### config.mk
export PLATFORM = sky130hd
export DESIGN_NAME = ysyx_23060201_lsu
export DESIGN_NICKNAME = d
export VERILOG_FILES = /design/src/rtl/ysyx_23060201_lsu.sv
export SDC_FILE = /design/constraint.sdc
export NUM_CORES = 1
export LEC_CHECK = 0
export ABC_AREA = 1
export BUFFER_PORTS_ARGS = -buffer_cell sky130_fd_sc_hd__buf_2
export CAP_MARGIN = 20
export CORE_MARGIN = 10
export CORE_UTILIZATION = 29
export CTS_BUF_LIST = sky130_fd_sc_hd__clkbuf_4
export DETAILED_ROUTE_END_ITERATION = 10
export GPL_ROUTABILITY_DRIVEN = 0
export GPL_TIMING_DRIVEN = 0
export PLACE_DENSITY = 0.5
export SLEW_MARGIN = 20
export SYNTH_ARGS = -nofsm -noshare
export SYNTH_HDL_FRONTEND = slang
export SYNTH_SLANG_ARGS = --single-unit
### constraint.sdc
create_clock -name clk -period 1.4 [get_ports clk]
set_clock_uncertainty 0.05 [all_clocks]
set_input_delay 0.42 -clock clk [delete_from_list [all_inputs] [get_ports clk]]
set_output_delay 0.42 -clock clk [all_outputs]
set_load 0.02 [all_outputs]
### src/rtl/ysyx_23060201_lsu.sv
// Load/store unit: one op in flight, IDLE -> REQ -> WAIT -> RESP, fixed memory latency MEM_LAT.
// Optional feature macro: YSYX_23060201_LSU_MISALIGN_TRAP_EN (misaligned h/w ops respond with out_err, no memory access).
module ysyx_23060201_lsu #(
  parameter int ADDR_WIDTH = 32,
  parameter int DATA_WIDTH = 32,
  parameter int MEM_LAT    = 1
) (
  input  logic                  clk,
  input  logic                  rst_n,
  input  logic                  in_valid,
  output logic                  in_ready,
  input  logic                  in_is_store,
  input  logic [2:0]            in_funct3,
  input  logic [ADDR_WIDTH-1:0] in_addr,
  input  logic [DATA_WIDTH-1:0] in_wdata,
  output logic                  out_valid,
  input  logic                  out_ready,
  output logic [DATA_WIDTH-1:0] out_rdata,
  output logic                  out_err,
  output logic                  mem_ren,
  output logic [ADDR_WIDTH-1:0] mem_raddr,
  output logic [7:0]            mem_rmask,
  input  logic [DATA_WIDTH-1:0] mem_rdata,
  output logic                  mem_wen,
  output logic [ADDR_WIDTH-1:0] mem_waddr,
  output logic [7:0]            mem_wmask,
  output logic [DATA_WIDTH-1:0] mem_wdata
);

  localparam int CW = (MEM_LAT > 1) ? $clog2(MEM_LAT) : 1;
  localparam logic [CW-1:0] CNT_LAST = CW'(MEM_LAT - 1);

  typedef enum logic [1:0] {IDLE = 2'd0, REQ = 2'd1, WAIT = 2'd2, RESP = 2'd3} state_t;

  // funct3[1:0]: 00 byte, 01 half, 1x word (illegal encodings fall into the word case)
  function automatic logic [3:0] lane_mask(input logic [2:0] f3, input logic [1:0] off);
    logic [3:0] base;
    case (f3[1:0])
      2'b00:   base = 4'b0001;
      2'b01:   base = 4'b0011;
      default: base = 4'b1111;
    endcase
    return base << off;
  endfunction

  function automatic logic is_illegal(input logic [2:0] f3);
    return (f3 == 3'b011) || (f3[2:1] == 2'b11);
  endfunction

  function automatic logic [31:0] extract(input logic [2:0] f3, input logic [1:0] off,
                                          input logic [31:0] word);
    logic [31:0] sh;
    sh = word >> {off, 3'b000};
    case (f3)
      3'b000:  return {{24{sh[7]}}, sh[7:0]};
      3'b001:  return {{16{sh[15]}}, sh[15:0]};
      3'b100:  return {24'h000000, sh[7:0]};
      3'b101:  return {16'h0000, sh[15:0]};
      default: return sh;
    endcase
  endfunction

`ifdef YSYX_23060201_LSU_MISALIGN_TRAP_EN
  function automatic logic is_misaligned(input logic [2:0] f3, input logic [1:0] off);
    return ((f3[1:0] == 2'b01) && off[0]) || (f3[1] && (off != 2'b00));
  endfunction
`endif

  state_t                  state_r, state_s;
  logic                    is_store_r, is_store_s;
  logic [2:0]              funct3_r, funct3_s;
  logic [1:0]              off_r, off_s;
  logic [CW-1:0]           cnt_r, cnt_s;
  logic [DATA_WIDTH-1:0]   rdata_r, rdata_s;
  logic                    err_r, err_s;
  logic                    ren_r, ren_s, wen_r, wen_s;
  logic [ADDR_WIDTH-1:0]   raddr_r, raddr_s, waddr_r, waddr_s;
  logic [3:0]              rmask_r, rmask_s, wmask_r, wmask_s;
  logic [DATA_WIDTH-1:0]   wdata_r, wdata_s;
  logic                    accept_s, trap_s;

  assign accept_s = in_valid && (state_r == IDLE);

`ifdef YSYX_23060201_LSU_MISALIGN_TRAP_EN
  assign trap_s = is_misaligned(in_funct3, in_addr[1:0]);
`else
  assign trap_s = 1'b0;
`endif

  // State register
  always_ff @(posedge clk or negedge rst_n) begin
    if (!rst_n) begin
      state_r <= IDLE;
    end else begin
      state_r <= state_s;
    end
  end

  // Next-state logic
  always_comb begin
    state_s = state_r;
    case (state_r)
      IDLE: begin
        if (accept_s) state_s = trap_s ? RESP : REQ;
        else          state_s = IDLE;
      end
      REQ:  state_s = is_store_r ? RESP : WAIT;
      WAIT: begin
        if (cnt_r == CNT_LAST) state_s = RESP;
        else                   state_s = WAIT;
      end
      RESP: begin
        if (out_ready) state_s = IDLE;
        else           state_s = RESP;
      end
      default: state_s = IDLE;
    endcase
  end

  // Next values of the op latches and registered outputs
  always_comb begin
    is_store_s = is_store_r;
    funct3_s   = funct3_r;
    off_s      = off_r;
    cnt_s      = cnt_r;
    rdata_s    = rdata_r;
    err_s      = err_r;
    ren_s      = ren_r;
    wen_s      = wen_r;
    raddr_s    = raddr_r;
    waddr_s    = waddr_r;
    rmask_s    = rmask_r;
    wmask_s    = wmask_r;
    wdata_s    = wdata_r;
    case (state_r)
      IDLE: begin
        if (accept_s) begin
          is_store_s = in_is_store;
          funct3_s   = in_funct3;
          off_s      = in_addr[1:0];
          cnt_s      = '0;
          rdata_s    = '0;
          err_s      = trap_s || is_illegal(in_funct3);
          if (!trap_s && in_is_store) begin
            wen_s   = 1'b1;
            waddr_s = {in_addr[ADDR_WIDTH-1:2], 2'b00};
            wmask_s = lane_mask(in_funct3, in_addr[1:0]);
            wdata_s = in_wdata << {in_addr[1:0], 3'b000};
          end else if (!trap_s) begin
            ren_s   = 1'b1;
            raddr_s = {in_addr[ADDR_WIDTH-1:2], 2'b00};
            rmask_s = lane_mask(in_funct3, in_addr[1:0]);
          end else begin
            ren_s = 1'b0;
            wen_s = 1'b0;
          end
        end else begin
          cnt_s = '0;
        end
      end
      REQ: begin
        wen_s = 1'b0;
      end
      WAIT: begin
        if (cnt_r == CNT_LAST) begin
          rdata_s = extract(funct3_r, off_r, mem_rdata);
          ren_s   = 1'b0;
          cnt_s   = '0;
        end else begin
          cnt_s = cnt_r + 1'b1;
        end
      end
      RESP: begin
        ren_s = 1'b0;
        wen_s = 1'b0;
      end
      default: begin
        ren_s = 1'b0;
        wen_s = 1'b0;
      end
    endcase
  end

  // Op latches and output registers
  always_ff @(posedge clk or negedge rst_n) begin
    if (!rst_n) begin
      is_store_r <= 1'b0;
      funct3_r   <= 3'b000;
      off_r      <= 2'b00;
      cnt_r      <= '0;
      rdata_r    <= '0;
      err_r      <= 1'b0;
      ren_r      <= 1'b0;
      wen_r      <= 1'b0;
      raddr_r    <= '0;
      waddr_r    <= '0;
      rmask_r    <= 4'b0000;
      wmask_r    <= 4'b0000;
      wdata_r    <= '0;
    end else begin
      is_store_r <= is_store_s;
      funct3_r   <= funct3_s;
      off_r      <= off_s;
      cnt_r      <= cnt_s;
      rdata_r    <= rdata_s;
      err_r      <= err_s;
      ren_r      <= ren_s;
      wen_r      <= wen_s;
      raddr_r    <= raddr_s;
      waddr_r    <= waddr_s;
      rmask_r    <= rmask_s;
      wmask_r    <= wmask_s;
      wdata_r    <= wdata_s;
    end
  end

  assign in_ready  = (state_r == IDLE);
  assign out_valid = (state_r == RESP);
  assign out_rdata = rdata_r;
  assign out_err   = err_r;
  assign mem_ren   = ren_r;
  assign mem_raddr = raddr_r;
  assign mem_rmask = {4'b0000, rmask_r};
  assign mem_wen   = wen_r;
  assign mem_waddr = waddr_r;
  assign mem_wmask = {4'b0000, wmask_r};
  assign mem_wdata = wdata_r;

endmodule

==> metrics, run 1 <==
# IOs 253; setup slack of the critical path after layout -0.363 ns; area delta synth->final 60.6%; violations in the final reports setup timing; cell-by-cell listing of the critical path nor2_4 > buf_6; Max-cap violations 0; HP Class in2reg; mean post-synth cell area between 8 and 9 um^2; CTS Root Cell sky130_fd_sc_hd__clkbuf_4; CTS tree yes; global-route wire length before repair 39700 um; endpoint of the lowest-slack register-to-register path mem_raddr[7]$_DFFE_PN0P_; number of flops mapped to enable cells by yosys 0; required time of the critical path 0.93 ns; slack of the worst reg-to-reg path -0.23 ns; total power consumption of the routed design 23700 uW; fraction of layout cells with a size suffix above 1 0.380; number of storage elements in the synthesis netlist approximately 140; Worst Max-Slew Pin Slew between 0.6 and 0.7 ns; yosys synthesis warning count 0; number of stages on the worst hold path 3; Detail Placement HPWL 18600 um; fill cell total of the finished layout 2243; vias after detailed routing slightly below 7000; maximum fanout along the worst path 4; clock latency on the worst-skew pair roughly 0.56 ns; total global-route track usage 0.174; worst relative slew slack 0.592; remaining antenna violation count 0; Core Area 0.0226 mm^2; Post-synth top flop sky130_fd_sc_hd__dfrtp_1; Die ar. approximately 0.030 mm^2; sequential element share of the synthesized area 0.536; horizontal extent of the die about 170 um; Power per Cell Area between 2000 and 2500 mW/mm^2; count of buffers from port buffering 240; overall routed net length about 26000 um; Post-Place Setup Slack -0.330 ns; start of the worst register-to-register path state_r[0]$_DFF_PN0_; routed via count divided by cell count around 4.5; Initial Util 0.295; height of the die between 150 and 200 um; share of async-settable or async-resettable flops after synthesis 1.00; register cell area after layout ~0.0036 mm^2; Worst Hold Path EP mem_raddr[8]$_DFFE_PN0P_; total DRC errors in the routed layout 0; peak clock frequency supported by timing about 0.57 GHz; DRC violation total after the first TritonRoute iteration about 540; number of endpoints with negative hold slack in the final report 0; launch point of the worst hold path in_addr[8]; WP buf/inv 1; row count 55; static power due to leakage 0.00576 uW; category of the most critical setup path reg2out; Total Negative Setup Slacks -43.85 ns; number of global-route vias before repair 6876; Critical Path Source Type flip-flop; number of endpoints failing setup at the final stage about 250; GRT overflow 0; unrepaired setup endpoints after global routing yes; clock tree buffer depth 2; Clk pin slew, worst setup/hold paths ~0.17 ns; distinct cell type count of the synthesized netlist 29; cell count after synthesis 826; H-tree levels 4; area of the multi-input gates between 0.002 and 0.003 mm^2; Max VDD drop around 0.0012 V; max-slew violation count 0; final cell count without fillers 1485; drt first pass iters 5; Cells after DPL between 1000 and 1500; run status finished with violations; final period demand of the worst path 1.76 ns; Period Utilization, post-route 1.26; mean routed wirelength per cell 17.4 um; gate family responsible for the most delay along the worst path flip-flops; Crit-path slowest cell sky130_fd_sc_hd__dfrtp_1; Worst Path Arrival approximately 1.3 ns; worst reg2reg path depth 9; number of CTS-inserted buffers 17; number of antenna violations at the first check in global routing 1; sort of element at the end of the critical path primary output; number of clock sinks seen by CTS around 140; core utilization of the finished layout 0.474; cell area after synthesis between 0.006 and 0.007 mm^2; largest net degree at the start of global routing 90; Crit path largest cell delay around 0.47 ns; post-layout net count ~1300
## worst reg2reg max path: cells and delay by family, from the launching register on
kind / cells / cell delay (ns)
and+or+nand+nor: 4 / 0.45
buffers and inverters: 4 / 0.50
AOI/OAI and AO/OA: 1 / 0.06
DFF: 1 / 0.47
## report_power, final
group	internal, uW	switching [uW]
sequential	5950	1400
clock	868	2030
combinational	6450	7010
## layer usage
metal  global-route usage  wire (um)  vias to the layer above
met5                    0          0                        -
met4               0.0360        235                        0
met3               0.0651       2260                       17
met2                0.283      12400                      219
met1                0.215      11000                     3173
li1                     -          -                     3343
## Yosys cell counts, drive strengths merged (3+ instances only)
cell type  count  area [um^2]
a21oi         40          200
buf           45          330
clkbuf        15         56.3
dfrtp        143         3580
inv           60          225
nand2        333         1260
nand3         37          208
nor2          13         87.6
o211ai         3         22.5
o21a           3         22.5
o21ai        123          623
o22ai          5         31.3
## cell type report
cell class | count | area share
Antenna cell | 1 | 0.000233
Tap cell | 285 | 0.0332
Inverter | 62 | 0.0232
Clock inverter | 15 | 0.0178
Buffer | 59 | 0.0545
Multi-Input combinational cell | 573 | 0.255
Timing Repair Buffer | 330 | 0.271
Clock buffer | 17 | 0.0119
Sequential cell | 143 | 0.334
## how the worst max path moves through the flow
stage / start / to / cells past startpoint
2_1_floorplan: state_r[1]$_DFF_PN0_ / mem_wdata[29]$_DFFE_PN0P_ / 9
3_3_place_gp: rst_n / mem_wdata[6]$_DFFE_PN0P_ / 1
3_5_place_dp: in_addr[0] / mem_wdata[21]$_DFFE_PN0P_ / 7
4_1_cts: state_r[1]$_DFF_PN0_ / in_ready / 3
5_1_grt: state_r[0]$_DFF_PN0_ / in_ready / 2
6_report: state_r[0]$_DFF_PN0_ / in_ready / 2
## what timing repair did
item,4_1_cts,5_1_grt
endpoints found under the hold margin,86,0
cloned,2,2
resized for setup,395,50
hold buffers,20,0
setup buffers,44,22
pin swaps,7,5
setup endpoints to repair,270,276
## metrics by stage
step	instance area (um^2)	hold slack, ns
floorplan	6730	0.0744
global placement	8280	0.401
detailed placement	8320	0.335
CTS	10400	0.000798
global route	10700	0.00308
finish	10700	0.0588
## registers in the layout, summed over array words and instances, names as in the netlist
signal      count
funct3_r        3
is_store_r      1
mem_raddr      30
mem_ren         1
mem_waddr      30
mem_wdata      32
mem_wen         1
off_r           2
out_err         1
out_rdata      32
rmask_r         4
state_r         2
wmask_r         4
## cells by family after synthesis
group	Yosys count	share of synthesized area
and+or+nand+nor	384	0.234
AOI/OAI and AO/OA	176	0.137
DFF	143	0.536
buffers and inverters	122	0.0927
other	1	0.000561
## placed cells by master (no fill, tap or decap), types with 7 or more instances in the layout
cell type / synthesis / routed
sky130_fd_sc_hd__a21oi_1: 40 / 39
sky130_fd_sc_hd__buf_2: 18 / 107
sky130_fd_sc_hd__buf_4: 15 / 75
sky130_fd_sc_hd__buf_6: 11 / 154
sky130_fd_sc_hd__buf_8: 0 / 9
sky130_fd_sc_hd__clkbuf_4: 0 / 20
sky130_fd_sc_hd__clkinv_8: 0 / 7
sky130_fd_sc_hd__conb_1: 1 / 12
sky130_fd_sc_hd__dfrtp_1: 143 / 143
sky130_fd_sc_hd__dlygate4sd3_1: 0 / 20
sky130_fd_sc_hd__inv_1: 55 / 53
sky130_fd_sc_hd__nand2_1: 331 / 322
sky130_fd_sc_hd__nand3_1: 34 / 33
sky130_fd_sc_hd__nor2_1: 9 / 8
sky130_fd_sc_hd__o21ai_0: 111 / 41
sky130_fd_sc_hd__o21ai_1: 10 / 52
sky130_fd_sc_hd__o21ai_2: 2 / 30
Note: power is estimated with default switching activity, not from simulation.
==> inputs of run 2 (changes only) <==
--- a/config.mk
+++ b/config.mk
@@ -14,7 +14,7 @@
 export DETAILED_ROUTE_END_ITERATION = 10
 export GPL_ROUTABILITY_DRIVEN = 0
 export GPL_TIMING_DRIVEN = 0
-export PLACE_DENSITY = 0.5
+export PLACE_DENSITY_LB_ADDON = 0.1
 export SLEW_MARGIN = 20
 export SYNTH_ARGS = -nofsm -noshare
 export SYNTH_HDL_FRONTEND = slang
==> constraint.sdc (replaced) <==
create_clock -name clk -period 2.25 [get_ports clk]
set_clock_uncertainty 0.05 [all_clocks]
set_input_delay 0.675 -clock clk [delete_from_list [all_inputs] [get_ports clk]]
set_output_delay 0.675 -clock clk [all_outputs]
set_load 0.02 [all_outputs]
==> run 2 against run 1 <==
Effect of this change: core utilization shrank 9.3 points; global-route usage shrank 1.4 points; die area is the same; design area shrank 20%; worst setup slack gained 0.52 ns; critical path depth grew 1; the run now ends clean.
==> metrics, run 2 (same netlist as run 1, synthesis figures left out) <==
horizontal extent of the die 172 um (unchanged); Flop pwr share 0.362 (+0.052); top library cells by usage in the layout, fill and taps aside 331 x sky130_fd_sc_hd__nand2_1, 257 x sky130_fd_sc_hd__buf_2, 143 x sky130_fd_sc_hd__dfrtp_1; drt first pass iters 4 (-1); Worst Max-Slew Pin Slew 0.582 ns (-0.0307 ns); fraction of power consumed by the clock network 0.144 (+0.022); final cell count without fillers 1397 (-5.9%); number of CTS-inserted buffers 17 (unchanged); register cell area after layout 0.00358 mm^2 (unchanged); launch point of the worst hold path in_funct3[2]; H-tree levels 4 (unchanged); number of clock sinks seen by CTS 143 (unchanged); max-slew violation count 0 (unchanged); run status finished, final reports clean; cell-by-cell listing of the critical path buf_6 > nor2_4 > buf_2; setup slack of the critical path after layout 0.154 ns (+0.517 ns); worst relative slew slack 0.612 (+0.0205); core utilization of the finished layout 0.380 (-0.0934); CTS Root Cell sky130_fd_sc_hd__clkbuf_4; final period demand of the worst path 2.10 ns; GRT overflow 0 (unchanged); worst hold-check slack 0.300 ns (+0.241 ns); fraction of layout cells with a size suffix above 1 0.300 (-0.0806); HP Class in2reg; Period Utilization, post-route 0.932; DRC violation total after the first TritonRoute iteration 344 (-36%); Cells after DPL 1363 (unchanged); Clk pin slew, worst setup/hold paths 0.14 ns (-0.03 ns); maximum fanout along the worst path 8 (+4); slack of the worst reg-to-reg path 0.46 ns (+0.69 ns); Post-CTS Hold Fix Bufs 1 (-95%); post-layout net count 1202 (-6.8%); most common library cell in the layout ignoring fill and taps sky130_fd_sc_hd__nand2_1; first element of the critical path state_r[1]$_DFF_PN0_; start of the worst register-to-register path state_r[0]$_DFF_PN0_; total internal power 6180 uW (-53%); clock tree buffer depth 2 (unchanged); routed via count divided by cell count 4.50 (-1.0%); switching fraction of total power 0.478 (+0.0373); Detail Placement HPWL 18300 um (-2.0%); global-route wire length before repair 36500 um (-7.9%); # IOs 253 (unchanged); Placed Instance Area 0.00832 mm^2 (about the same); Die ar. 0.0295 mm^2 (unchanged); Max-cap violations 0 (unchanged); endpoint of the lowest-slack register-to-register path out_rdata[15]$_DFFE_PN0P_; unrepaired setup endpoints after global routing no; number of instances resized during post-cts repair 0 (-100%); largest net degree at the start of global routing 92 (+2.2%); vias after detailed routing 6288 (-6.9%); Worst Hold Path EP funct3_r[2]$_DFFE_PN0P_; number of endpoints with negative hold slack in the final report 0 (unchanged); category of the most critical setup path reg2out; Initial Util 0.295 (unchanged); peak clock frequency supported by timing about 0.48 GHz; final cell area excluding filler cells 0.00861 mm^2 (-20%); number of stages on the worst hold path 3 (unchanged); Crit path largest cell delay 0.40 ns (-0.07 ns); count of buffers from port buffering 240 (unchanged); Max VDD drop 0.000458 V (-63%); sort of element at the end of the critical path primary output; remaining antenna violation count 0 (unchanged); CTS tree yes; row count 55 (unchanged); Worst Path Arrival 1.37 ns (+0.08 ns); overall routed net length 23800 um (-7.9%); area of the multi-input gates 0.00252 mm^2 (-7.7%); static power due to leakage 0.00489 uW (-15%); height of the die 172 um (unchanged); number of global-route vias before repair 6453 (-6.2%); Critical Path Source Type flip-flop; total DRC errors in the routed layout 0 (unchanged); Crit-path slowest cell sky130_fd_sc_hd__dfrtp_1; clock latency on the worst-skew pair 0.54 ns (-0.02 ns); required time of the critical path 1.52 ns (+0.59 ns); worst reg2reg path depth 5 (-4); mean routed wirelength per cell 17.0 um (-2.1%); post-CTS setup buffer count 0 (-100%); combinational fraction of design power 0.494 (-0.074); number of antenna violations at the first check in global routing 4 (+3); Post-Place Setup Slack 0.164 ns (+0.494 ns); fill cell total of the finished layout 2442 (+8.9%); number of endpoints failing setup at the final stage 0 (-100%); Power per Cell Area 1370 mW/mm^2 (-38%); switching power 5660 uW (-46%); Core Area 0.0226 mm^2 (unchanged); total global-route track usage 0.160 (-0.0136); area delta synth->final 28.9%
run 2: through the flow:
| stage | TNS (ns) | total power, uW |
|---|---|---|
| 2_1_floorplan | 0 | 8020 |
| 3_3_place_gp | -265.54 | 10200 |
| 3_5_place_dp | 0 | 10300 |
| 4_1_cts | 0 | 12100 |
| 5_1_grt | 0 | 12900 |
| 6_report | 0 | 11800 |
run 2: how the worst max path moves through the flow:
stage | endpoint | slack [ns]
after floorplan | mem_wdata[25]$_DFFE_PN0P_ | 0.68
after global placement | mem_waddr[29]$_DFFE_PN0P_ | -1.88
after detailed placement | mem_wdata[27]$_DFFE_PN0P_ | 0.16
after CTS | in_ready | 0.08
after global routing | in_ready | 0.03
final | in_ready | 0.15
run 2: layout make-up:
cell class	instances	area share
clock inverter	14	0.0171
buffer	60	0.0449
timing repair buffer	242	0.145
clock buffer	18	0.0157
multi-input combinational	572	0.293
inverter	62	0.0270
antenna	1	0.000291
tap	285	0.0414
sequential	143	0.416
run 2: per-layer routing:
| layer | up-vias | share of wire | track usage |
|---|---|---|---|
| met5 | - | 0.0017 | 0 |
| met4 | 6 | 0.011 | 0.0476 |
| met3 | 26 | 0.079 | 0.0523 |
| met2 | 202 | 0.46 | 0.255 |
| met1 | 2903 | 0.44 | 0.202 |
| li1 | 3151 | - | - |
run 2: power groups by stage:
stage          logic [uW]  clock network (uW)  registers, uW
2_1_floorplan        2380                   0           5640
3_3_place_gp         5920                   0           4320
3_5_place_dp         5960                   0           4330
4_1_cts              5970                1790           4290
5_1_grt              6520                1900           4460
6_report             5850                1700           4280
run 2: critical path: cells and delay by family (launching register included):
kind / cells / cell delay, ns
DFF: 1 / 0.40
buffers and inverters: 2 / 0.32
and+or+nand+nor: 1 / 0.12
==> inputs of run 3 (changes only) <==
--- a/config.mk
+++ b/config.mk
@@ -14,6 +14,7 @@
 export DETAILED_ROUTE_END_ITERATION = 10
 export GPL_ROUTABILITY_DRIVEN = 0
 export GPL_TIMING_DRIVEN = 0
+export MAX_ROUTING_LAYER = met4
 export PLACE_DENSITY_LB_ADDON = 0.1
 export SLEW_MARGIN = 20
 export SYNTH_ARGS = -nofsm -noshare
==> run 3 against run 2 <==
Effect of this change: core utilization about the same; critical path depth stayed put; design area about the same; combinational power about the same; sequential power is essentially flat; register-to-register slack lost 0.03 ns; power about the same; clock power is essentially flat; critical endpoint unchanged; largest cell class unchanged.
==> metrics, run 3 (same netlist as run 1, synthesis figures left out) <==
max-slew violation count 0 (unchanged); DRC violation total after the first TritonRoute iteration 369 (+7.3%); post-layout net count 1202 (unchanged); count of buffers from port buffering 240 (unchanged); sort of element at the end of the critical path primary output; maximum fanout along the worst path 8 (unchanged); Critical Path Source Type flip-flop; drt first pass iters 5 (+1); final period demand of the worst path 2.10 ns (+0.00506 ns); number of instances resized during post-cts repair 0 (unchanged); final cell area excluding filler cells 0.00862 mm^2 (about the same); number of endpoints with negative hold slack in the final report 0 (unchanged); run status finished, final reports clean; number of clock sinks seen by CTS 143 (unchanged); clock tree buffer depth 2 (unchanged); core utilization of the finished layout 0.381 (about the same); remaining antenna violation count 0 (unchanged); Period Utilization, post-route 0.934 (+0.00225); unrepaired setup endpoints after global routing no; area delta synth->final 29.0% (about the same); category of the most critical setup path reg2out; height of the die 172 um (unchanged); number of global-route vias before repair 6464 (+0.17%); Crit path largest cell delay 0.40 ns (about the same); top library cells by usage in the layout, fill and taps aside 331 x sky130_fd_sc_hd__nand2_1, 257 x sky130_fd_sc_hd__buf_2, 143 x sky130_fd_sc_hd__dfrtp_1; row count 55 (unchanged); CTS tree yes; largest net degree at the start of global routing 92 (unchanged); vias after detailed routing 6298 (+0.16%); peak clock frequency supported by timing 0.476 GHz (-0.24%); static power due to leakage 0.00489 uW (about the same); CTS Root Cell sky130_fd_sc_hd__clkbuf_4; post-CTS setup buffer count 0 (unchanged); number of endpoints failing setup at the final stage 0 (unchanged); Clk pin slew, worst setup/hold paths 0.14 ns (about the same); # IOs 253 (unchanged); Placed Instance Area 0.00832 mm^2 (unchanged); Crit-path slowest cell sky130_fd_sc_hd__dfrtp_1; Core Area 0.0226 mm^2 (unchanged); slack of the worst reg-to-reg path 0.43 ns (-0.03 ns); required time of the critical path 1.52 ns (about the same); total global-route track usage 0.164 (+0.00437); clock latency on the worst-skew pair 0.54 ns (about the same); Worst Path Arrival 1.38 ns (about the same); total DRC errors in the routed layout 0 (unchanged); H-tree levels 4 (unchanged); GRT overflow 0 (unchanged); Power per Cell Area 1370 mW/mm^2 (-0.11%); cell-by-cell listing of the critical path buf_6 > nor2_4 > buf_2; Max VDD drop 0.000457 V (-0.24%); Max-cap violations 0 (unchanged); overall routed net length 23800 um (-0.22%); most common library cell in the layout ignoring fill and taps sky130_fd_sc_hd__nand2_1; fraction of layout cells with a size suffix above 1 0.300 (unchanged); horizontal extent of the die 172 um (unchanged); Initial Util 0.295 (unchanged); routed via count divided by cell count 4.50 (about the same); Die ar. 0.0295 mm^2 (unchanged); Worst Max-Slew Pin Slew 0.580 ns (-0.00182 ns); number of antenna violations at the first check in global routing 4 (unchanged); number of CTS-inserted buffers 17 (unchanged); mean routed wirelength per cell 17.0 um (-0.43%); Detail Placement HPWL 18300 um (unchanged); global-route wire length before repair 36500 um (-0.13%); Post-CTS Hold Fix Bufs 1 (unchanged); worst relative slew slack 0.613 (+0.00121); HP Class in2reg
==> run 3: routing by layer <==
metal / wire length, um / global-route usage
met4: 284 / 0.0476
met2: 11000 / 0.254
met3: 1590 / 0.0417
met1: 10900 / 0.209
met5: 0 / -
==> run 3: layout make-up <==
class	instances	area, um^2
Fill cell	2441	14000
Sequential cell	143	3580
Multi-Input combinational cell	572	2520
Timing Repair Buffer	242	1250
Buffer	60	387
Tap cell	285	357
Inverter	62	233
Clock inverter	14	148
Clock buffer	18	135
Antenna cell	4	10.0
==> run 3: metrics by stage <==
step	total power (uW)	hold slack [ns]	worst slack, ns	setup TNS [ns]	std cells
global placement	10200	0.408	-1.88	-265.54	1362
global route	12900	0.256	0.0330	0	1400
finish	11800	0.296	0.149	0	1400
CTS	12100	0.236	0.0775	0	1396
floorplan	8020	0.329	0.676	0	837
detailed placement	10300	0.410	0.164	0	1363
==> run 3: power breakdown <==
| group | internal [uW] | leakage, uW | total (uW) | switching, uW |
|---|---|---|---|---|
| Sequential | 3700 | 0.00182 | 4280 | 587 |
| Clock | 602 | 0.000140 | 1700 | 1100 |
| Combinational | 1890 | 0.00293 | 5850 | 3960 |
==> run 3: final timing paths <==
kind | startpoint | endpoint | depth (start not counted)
worst max register to register | state_r[0]$_DFF_PN0_ | out_rdata[15]$_DFFE_PN0P_ | 5
max in group asynchronous | rst_n | out_rdata[22]$_DFFE_PN0P_ | 3
worst min-delay path | in_funct3[2] | funct3_r[2]$_DFFE_PN0P_ | 3
min in group asynchronous | rst_n | out_rdata[2]$_DFFE_PN0P_ | 2
worst max-delay path | state_r[1]$_DFF_PN0_ | in_ready | 3
worst min register to register | out_rdata[19]$_DFFE_PN0P_ | out_rdata[19]$_DFFE_PN0P_ | 2
==> run 3: critical path: cells and delay by family (launching register included) <==
kind          cells  cell delay (ns)
buf+inv           2             0.32
simple gates      1             0.12
flops             1             0.40
